<file path="config.mk">
export PLATFORM = sky130hd
export DESIGN_NAME = reg_bank_arbiter
export DESIGN_NICKNAME = d
export VERILOG_FILES = /design/src/rtl/reg_bank_arbiter.sv
export SDC_FILE = /design/constraint.sdc
export NUM_CORES = 1
export LEC_CHECK = 0
export ABC_CLOCK_PERIOD_IN_PS = 5400
export BUFFER_PORTS_ARGS = -buffer_cell sky130_fd_sc_hd__buf_2
export CELL_PAD_IN_SITES_DETAIL_PLACEMENT = 1
export CELL_PAD_IN_SITES_GLOBAL_PLACEMENT = 1
export CORE_MARGIN = 1
export CORE_UTILIZATION = 37
export DETAILED_ROUTE_END_ITERATION = 16
export HOLD_SLACK_MARGIN = 0.12
export PLACE_DENSITY = 0.86
export SYNTH_ARGS = -nofsm -noshare
export SYNTH_HDL_FRONTEND = slang
export SYNTH_SLANG_ARGS = --single-unit
</file>
<file path="constraint.sdc">
create_clock -name clk -period 5.4 [get_ports clk]
set_input_delay 0.81 -clock clk [delete_from_list [all_inputs] [get_ports clk]]
set_output_delay 0.81 -clock clk [all_outputs]
set_load 0.02 [all_outputs]
</file>
<file path="src/rtl/reg_bank_arbiter.sv">
// Round-robin arbiter sharing one register-bank port between requesters A (SPI) and B (I2C).
// Optional bank response timeout in WAIT is enabled by defining ARB_TIMEOUT_EN.
module reg_bank_arbiter #(
  parameter int REG_WIDTH      = 8,
  parameter int ADDR_W         = 4,
  parameter int TIMEOUT_CYCLES = 16
) (
  input  logic                 clk,
  input  logic                 rst,
  input  logic                 a_req,
  input  logic                 a_wr_rdn,
  input  logic [REG_WIDTH-1:0] a_addr,
  input  logic [REG_WIDTH-1:0] a_wdata,
  output logic                 a_ack,
  output logic                 a_err,
  output logic [REG_WIDTH-1:0] a_rdata,
  input  logic                 b_req,
  input  logic                 b_wr_rdn,
  input  logic [REG_WIDTH-1:0] b_addr,
  input  logic [REG_WIDTH-1:0] b_wdata,
  output logic                 b_ack,
  output logic                 b_err,
  output logic [REG_WIDTH-1:0] b_rdata,
  output logic                 bank_valid,
  output logic                 bank_wr_rdn,
  output logic [ADDR_W-1:0]    bank_addr,
  output logic [REG_WIDTH-1:0] bank_wdata,
  output logic                 bank_we,
  input  logic [REG_WIDTH-1:0] bank_rdata,
  input  logic                 bank_ack,
  input  logic                 bank_err,
  output logic [1:0]           grant,
  output logic                 busy
);

  typedef enum logic [1:0] {S_IDLE, S_ISSUE, S_WAIT, S_DONE} state_e;

  state_e                 state_q, state_d;
  logic                   rr_last_q, rr_last_d;   // 1 = B was served last
  logic [1:0]             grant_q, grant_d;
  logic                   wr_q, wr_d;
  logic [ADDR_W-1:0]      addr_q, addr_d;
  logic [REG_WIDTH-1:0]   wdata_q, wdata_d;
  logic                   a_ack_q, a_ack_d, a_err_q, a_err_d;
  logic [REG_WIDTH-1:0]   a_rdata_q, a_rdata_d;
  logic                   b_ack_q, b_ack_d, b_err_q, b_err_d;
  logic [REG_WIDTH-1:0]   b_rdata_q, b_rdata_d;

  logic                   pick_b;
  logic                   timeout;
  logic                   resp_err;
  logic [REG_WIDTH-1:0]   resp_rdata;
  logic                   winner_req;
  logic                   unused_addr_bits;

  // B wins if it is the only requester, or on a tie when A was served last.
  assign pick_b     = b_req & (~a_req | ~rr_last_q);
  // A real bank response in the expiry cycle takes precedence over the timeout.
  assign resp_err   = bank_err | (timeout & ~bank_ack);
  assign resp_rdata = (wr_q | resp_err) ? '0 : bank_rdata;
  assign winner_req = grant_q[1] ? b_req : a_req;
  assign unused_addr_bits = ^{a_addr[REG_WIDTH-1:ADDR_W], b_addr[REG_WIDTH-1:ADDR_W]};

`ifdef ARB_TIMEOUT_EN
  localparam int CNT_W = $clog2(TIMEOUT_CYCLES + 1);
  logic [CNT_W-1:0] cnt_q, cnt_d;

  always_comb begin
    cnt_d = cnt_q;
    if (state_q == S_ISSUE) begin
      cnt_d = CNT_W'(TIMEOUT_CYCLES);
    end else if (state_q == S_WAIT && cnt_q != '0) begin
      cnt_d = cnt_q - CNT_W'(1);
    end
  end

  always_ff @(posedge clk or posedge rst) begin
    if (rst) cnt_q <= '0;
    else     cnt_q <= cnt_d;
  end

  assign timeout = (state_q == S_WAIT) && (cnt_q == CNT_W'(1));
`else
  logic unused_timeout_cfg;
  assign unused_timeout_cfg = (TIMEOUT_CYCLES != 0);
  assign timeout = 1'b0;
`endif

  always_comb begin
    state_d   = state_q;
    rr_last_d = rr_last_q;
    grant_d   = grant_q;
    wr_d      = wr_q;
    addr_d    = addr_q;
    wdata_d   = wdata_q;
    a_ack_d   = a_ack_q;
    a_err_d   = a_err_q;
    a_rdata_d = a_rdata_q;
    b_ack_d   = b_ack_q;
    b_err_d   = b_err_q;
    b_rdata_d = b_rdata_q;
    unique case (state_q)
      S_IDLE: begin
        if (a_req | b_req) begin
          grant_d = pick_b ? 2'b10 : 2'b01;
          wr_d    = pick_b ? b_wr_rdn : a_wr_rdn;
          addr_d  = pick_b ? b_addr[ADDR_W-1:0] : a_addr[ADDR_W-1:0];
          wdata_d = pick_b ? b_wdata : a_wdata;
          state_d = S_ISSUE;
        end
      end
      S_ISSUE: state_d = S_WAIT;
      S_WAIT: begin
        if (bank_ack | bank_err | timeout) begin
          if (grant_q[1]) begin
            b_ack_d   = 1'b1;
            b_err_d   = resp_err;
            b_rdata_d = resp_rdata;
          end else begin
            a_ack_d   = 1'b1;
            a_err_d   = resp_err;
            a_rdata_d = resp_rdata;
          end
          rr_last_d = grant_q[1];
          state_d   = S_DONE;
        end
      end
      S_DONE: begin
        if (!winner_req) begin
          a_ack_d   = 1'b0;
          a_err_d   = 1'b0;
          a_rdata_d = '0;
          b_ack_d   = 1'b0;
          b_err_d   = 1'b0;
          b_rdata_d = '0;
          grant_d   = '0;
          state_d   = S_IDLE;
        end
      end
      default: state_d = S_IDLE;
    endcase
  end

  always_ff @(posedge clk or posedge rst) begin
    if (rst) begin
      state_q   <= S_IDLE;
      rr_last_q <= 1'b1;
      grant_q   <= '0;
      wr_q      <= 1'b0;
      addr_q    <= '0;
      wdata_q   <= '0;
      a_ack_q   <= 1'b0;
      a_err_q   <= 1'b0;
      a_rdata_q <= '0;
      b_ack_q   <= 1'b0;
      b_err_q   <= 1'b0;
      b_rdata_q <= '0;
    end else begin
      state_q   <= state_d;
      rr_last_q <= rr_last_d;
      grant_q   <= grant_d;
      wr_q      <= wr_d;
      addr_q    <= addr_d;
      wdata_q   <= wdata_d;
      a_ack_q   <= a_ack_d;
      a_err_q   <= a_err_d;
      a_rdata_q <= a_rdata_d;
      b_ack_q   <= b_ack_d;
      b_err_q   <= b_err_d;
      b_rdata_q <= b_rdata_d;
    end
  end

  assign a_ack       = a_ack_q;
  assign a_err       = a_err_q;
  assign a_rdata     = a_rdata_q;
  assign b_ack       = b_ack_q;
  assign b_err       = b_err_q;
  assign b_rdata     = b_rdata_q;
  assign bank_valid  = (state_q == S_ISSUE);
  assign bank_wr_rdn = wr_q;
  assign bank_addr   = addr_q;
  assign bank_wdata  = wdata_q;
  assign bank_we     = bank_valid & wr_q;
  assign grant       = grant_q;
  assign busy        = (state_q != S_IDLE);

endmodule
</file>
Yosys cells after proc, flatten, opt, wreduce, memory -nomap -nowiden
Index checks and enable logic that the tools add are counted.
{ "word_totals": {"ff_bits": 38, "input_bits": 48, "out_inout_bits": 38, "elab_cells": 70} }
{ "classes": {"eq_ne": 8, "n_mux": 32, "bitwise_logic": 8, "n_reduce_logical": 10} }
{ "op_table": {"columns": ["op", "count"], "rows": [
  ["two-way mux 8 bit", 7],
  ["one-hot mux 8 bit (2 select lines)", 2],
  ["two-way mux 1 bit", 11],
  ["two-way mux 2 bit", 5],
  ["!= test 2 bit (second input constant)", 5],
  ["one-hot mux 1 bit (2 select lines)", 4],
  ["one-hot mux 2 bit (4 select lines)", 1],
  ["AND reduction 4 bit", 2],
  ["AND reduction 3 bit", 2],
  ["nonzero test 2 bit", 3],
  ["equality test 2 bit (second input constant)", 2],
  ["two-way mux 4 bit", 1],
  ["OR 1 bit", 4],
  ["one-hot mux 2 bit (2 select lines)", 1],
  ["AND reduction 2 bit", 2],
  ["AND 1 bit", 2],
  ["equality test 2 x 1 -> 1 bit (second input constant)", 1],
  ["zero test 2 bit", 1],
  ["NOT 1 bit", 2]
]} }

Longest topological paths before layout
{ "depth": {"ltp_word": 6, "ltp_mapped": 6, "mapped_depth_nobuf": 6} }

Least setup slack after synthesis
OpenSTA, ideal clock, no wires.
{ "synth_path": {"path_type": "input port to flip-flop", "from": "input b_req", "to": "register b_ack_q (netlist: b_ack)", "setup_ps": 125, "t_arrival_ps": 2099, "t_required_ps": 5275, "slack_ps": 3176, "path_stages": 6, "path_buffers": 2, "cell_sequence": "buf_2 > mux2_4 > a22oi_4 > a21boi_2 > buf_6 > mux2_2"} }
{ "synth_via": {"elab_chain_cells": 3} }
{ "synth_lines": {"columns": ["element", "line", "source"], "rows": [
  ["start: declaration", "17", "input logic b_req,"],
  ["two-way mux 1 bit", "61", "assign winner_req = grant_q[1] ? b_req : a_req;"],
  ["!= test 2 bit (no line)", null, null],
  ["AND reduction 4 bit (no line)", null, null],
  ["end signal: assignment", "168", "b_ack_q <= b_ack_d;"],
  ["end: declaration", "46", "logic b_ack_q, b_ack_d, b_err_q, b_err_d;"]
]} }
No other way between the ends.
A chain may end at the register's enable or synchronous reset.

Worst setup path in the final report
{ "layout_path": {"from": "input b_req", "to": "register b_rdata_q[3] (netlist: b_rdata[3])"} }
{ "layout_via": {"elab_chain_cells": 3} }
{ "layout_lines": {"columns": ["element", "line", "source"], "rows": [
  ["two-way mux 1 bit", "61", null],
  ["!= test 2 bit (no line)", null, null],
  ["AND reduction 4 bit (no line)", null, null],
  ["end signal: assignment", "170", "b_rdata_q <= b_rdata_d;"],
  ["end: declaration", "47", "logic [REG_WIDTH-1:0] b_rdata_q, b_rdata_d;"]
]} }
No other way between the ends.

==> results by group <==
Logic synthesis
  – Largest area contributor in the netlist: dfrtp_1
  – Most frequent cell after synthesis: dfrtp_1
  – Top cells by area, synth: dfrtp_1 (50%), mux2_2 (13%), mux2i_1 (7.0%), o21ai_0 (4.6%), ha_1 (4.0%)
  – Post-synthesis register bit count: 38
  – Register area share after synthesis: 0.512
  – Net Count, Synth: 211
  – Mean post-synth cell area: 11.9 um2
  – Synth unique cells: 30
  – Commonest cells post-synth: dfrtp_1 (37), mux2_2 (22), nand2_1 (17), o21ai_0 (17), mux2i_1 (13)
  – FFs w/ async S/R, synth: 1.00
  – Number of synthesized flops with an enable pin: 0
  – Netlist Area Pre-Place: 1860 um2
  – Post-synth top area share: 0.498
  – Gate Count Post-Synth: 157
  – Top_reg_cell synth: dfrtp_1
  – Yosys warnings: 0

STA
  – Fin crit share: 0.422
  – Worst slew pin tran: 1.01 ns
  – Rel. slew slack: 0.327
  – Final hold vios: 0
  – Post-route setup TNS: 0 ns
  – Finish-stage setup viols: 0
  – Max Slew Vio Count: 0
  – Max Clk Rate: 0.439 GHz
  – Unrepaired setup endpoints after global routing: no
  – Final worst path period need: 2.28 ns
  – Setup Skew: 0.00203 ns

Placed design
  – Post-DP Area: 2300 um2
  – IO Port Bufs: 77
  – Global placer's final weighted congestion: 0.744
  – Dpl hpwl: 3300 um

Setup path
  – Crit-path slowest cell: a21boi_2
  – CP max stage delay: 0.54 ns
  – CP Launch Type: input port
  – Arrival time worst endpoint: 2.44 ns
  – Reg2reg start: grant[1]
  – Reg2Reg Depth: 4
  – Critical path class: input port to register
  – FF-to-FF setup slack: 3.23 ns
  – Critical path data required time: 5.56 ns
  – Top fanout value on the critical path: 10
  – Worst reg2reg endpoint: b_rdata[3]
  – Crit-path cells: buf_2, mux2_4, a22oi_4, a21boi_2, mux2_2
  – CP Capture Type: register

Final layout
  – Sequential Area: 952 um2
  – Final core area utilization: 0.500
  – N_diodes: 0
  – Area Growth Syn to Fin: 28.6%
  – Share of layout cells above drive strength 1: 0.481
  – NumNets Final: 290
  – Design area: 2390 um2
  – Area of the multi-input gates: 842 um2
  – # fillers: 569

Clocking
  – Hold buffers post-CTS: 0
  – H-tree levels: 2
  – CTS root buffer: clkbuf_8
  – Clk pin slew, worst setup/hold paths: 0.07 ns
  – Clock Latency Late Sink: 0.28 ns
  – # resized after CTS: 0
  – CTS tree: yes
  – Clock Sinks: 38
  – Number of buffers created by CTS: 5
  – CTS max path bufs: 2
  – Post-CTS setup buffer count: 0

Run status
  – Status: completed

Pwr
  – Power, Total: 1.45 mW
  – P per Cell Area: 604 nW/um2
  – Leak: 1.27 nW
  – Peak VDD IR: 0.231 mV

Global routing
  – Global-route wire length before repair: 6800 um
  – All-layer global routing usage: 0.174
  – Largest net degree at the start of global routing: 39
  – Initial antenna violation count: 0
  – Gr ovfl total: 0
  – Vias in the first global route: 1,515

Route
  – Routed WL: 4300 um
  – DRC viols: 0
  – DRT Pass-1 Iters: 4
  – Remaining antenna violation count: 0
  – Starting DRT DRC Count: 23
  – Via density: 4.83
  – Detailed-route via count: 1,469
  – WL/cell: 14.1 um

Run
  – Max Cap Viol: 0

Hold path
  – Hold Crit Start: bank_wdata[3]
  – Hold Path Stages: 2
  – Hold EP: bank_wdata[3]
  – HP Class: register to register

Die
  – Boundary pin count: 86
  – Row count: 25
  – Initial Util: 0.389
  – Core area: 4790 um2
  – Die area: 5320 um2
  – Die height: 72.9 um
  – Die Span X: 72.9 um
[critical path: cells and delay by family]
| family | cells | cell delay, ns |
|---|---|---|
| buf+inv | 1 | 0.16 |
| compound gates | 2 | 0.78 |
| mux | 2 | 0.69 |
[worst max path at each step]
stage	slack (ns)	startpoint	to
2_1_floorplan	3.18	b_req	b_ack
3_3_place_gp	2.84	b_req	b_rdata[4]
3_5_place_dp	2.83	b_req	b_rdata[7]
4_1_cts	3.13	b_req	b_rdata[7]
5_1_grt	3.08	b_req	b_ack
6_report	3.12	b_req	b_rdata[3]
[placed cells by master (no fill, tap or decap), drive strengths merged, types with 2 or more instances in the layout]
cell	synthesis	final
a21oi	4	4
o21ai	18	18
clkbuf	2	7
nor2b	2	2
and2	9	9
dfrtp	37	37
nor2	2	2
ha	6	6
buf	5	79
a21boi	2	2
mux2i	13	13
mux2	23	23
inv	6	6
nand2	17	17
nand2b	2	2
[sequential cells by signal, summed over array words and instances, names as in the netlist]
name	count
b_ack	1
b_err	1
a_ack	1
grant	2
bank_wdata	8
state_q	2
bank_wr_rdn	1
b_rdata	8
bank_addr	4
a_err	1
a_rdata	8
rr_last_q	1
[power breakdown]
group	internal (mW)	switching [mW]	total (mW)	leakage [nW]
Clock	0.103	0.0920	0.195	0.0482
Combinational	0.309	0.445	0.753	0.745
Sequential	0.420	0.0771	0.498	0.481
[logic make-up after synthesis]
| family | Yosys count | share of synthesized area |
|---|---|---|
| flops | 38 | 0.512 |
| buf+inv | 13 | 0.0356 |
| mux | 36 | 0.211 |
| fa+ha+maj | 6 | 0.0403 |
| compound gates | 31 | 0.116 |
| simple gates | 33 | 0.0847 |
[per-layer routing]
metal	wire length, um	part of all wire	GRT usage	vias up
li1	-	-	-	701
met1	1730	0.40	0.174	705
met2	2270	0.53	0.326	55
met3	212	0.049	0.0566	8
met4	87	0.020	0.0741	0
met5	0	0	0	-
[per-stage QoR]
stage          instances  worst slack (ns)  hold slack [ns]
6_report             304              3.12            0.475
5_1_grt              304              3.08            0.504
4_1_cts              304              3.13            0.485
3_5_place_dp         296              2.83            0.469
3_3_place_gp         296              2.84            0.459
2_1_floorplan        157              3.18            0.558
[layout make-up]
type,count,share of cell area
Timing Repair Buffer,79,0.167
Clock buffer,7,0.0361
Inverter,6,0.00941
Sequential cell,38,0.398
Tap cell,67,0.0350
Clock inverter,1,0.00209
Multi-Input combinational cell,106,0.352
No activity file was read; power rests on OpenSTA's default activity.
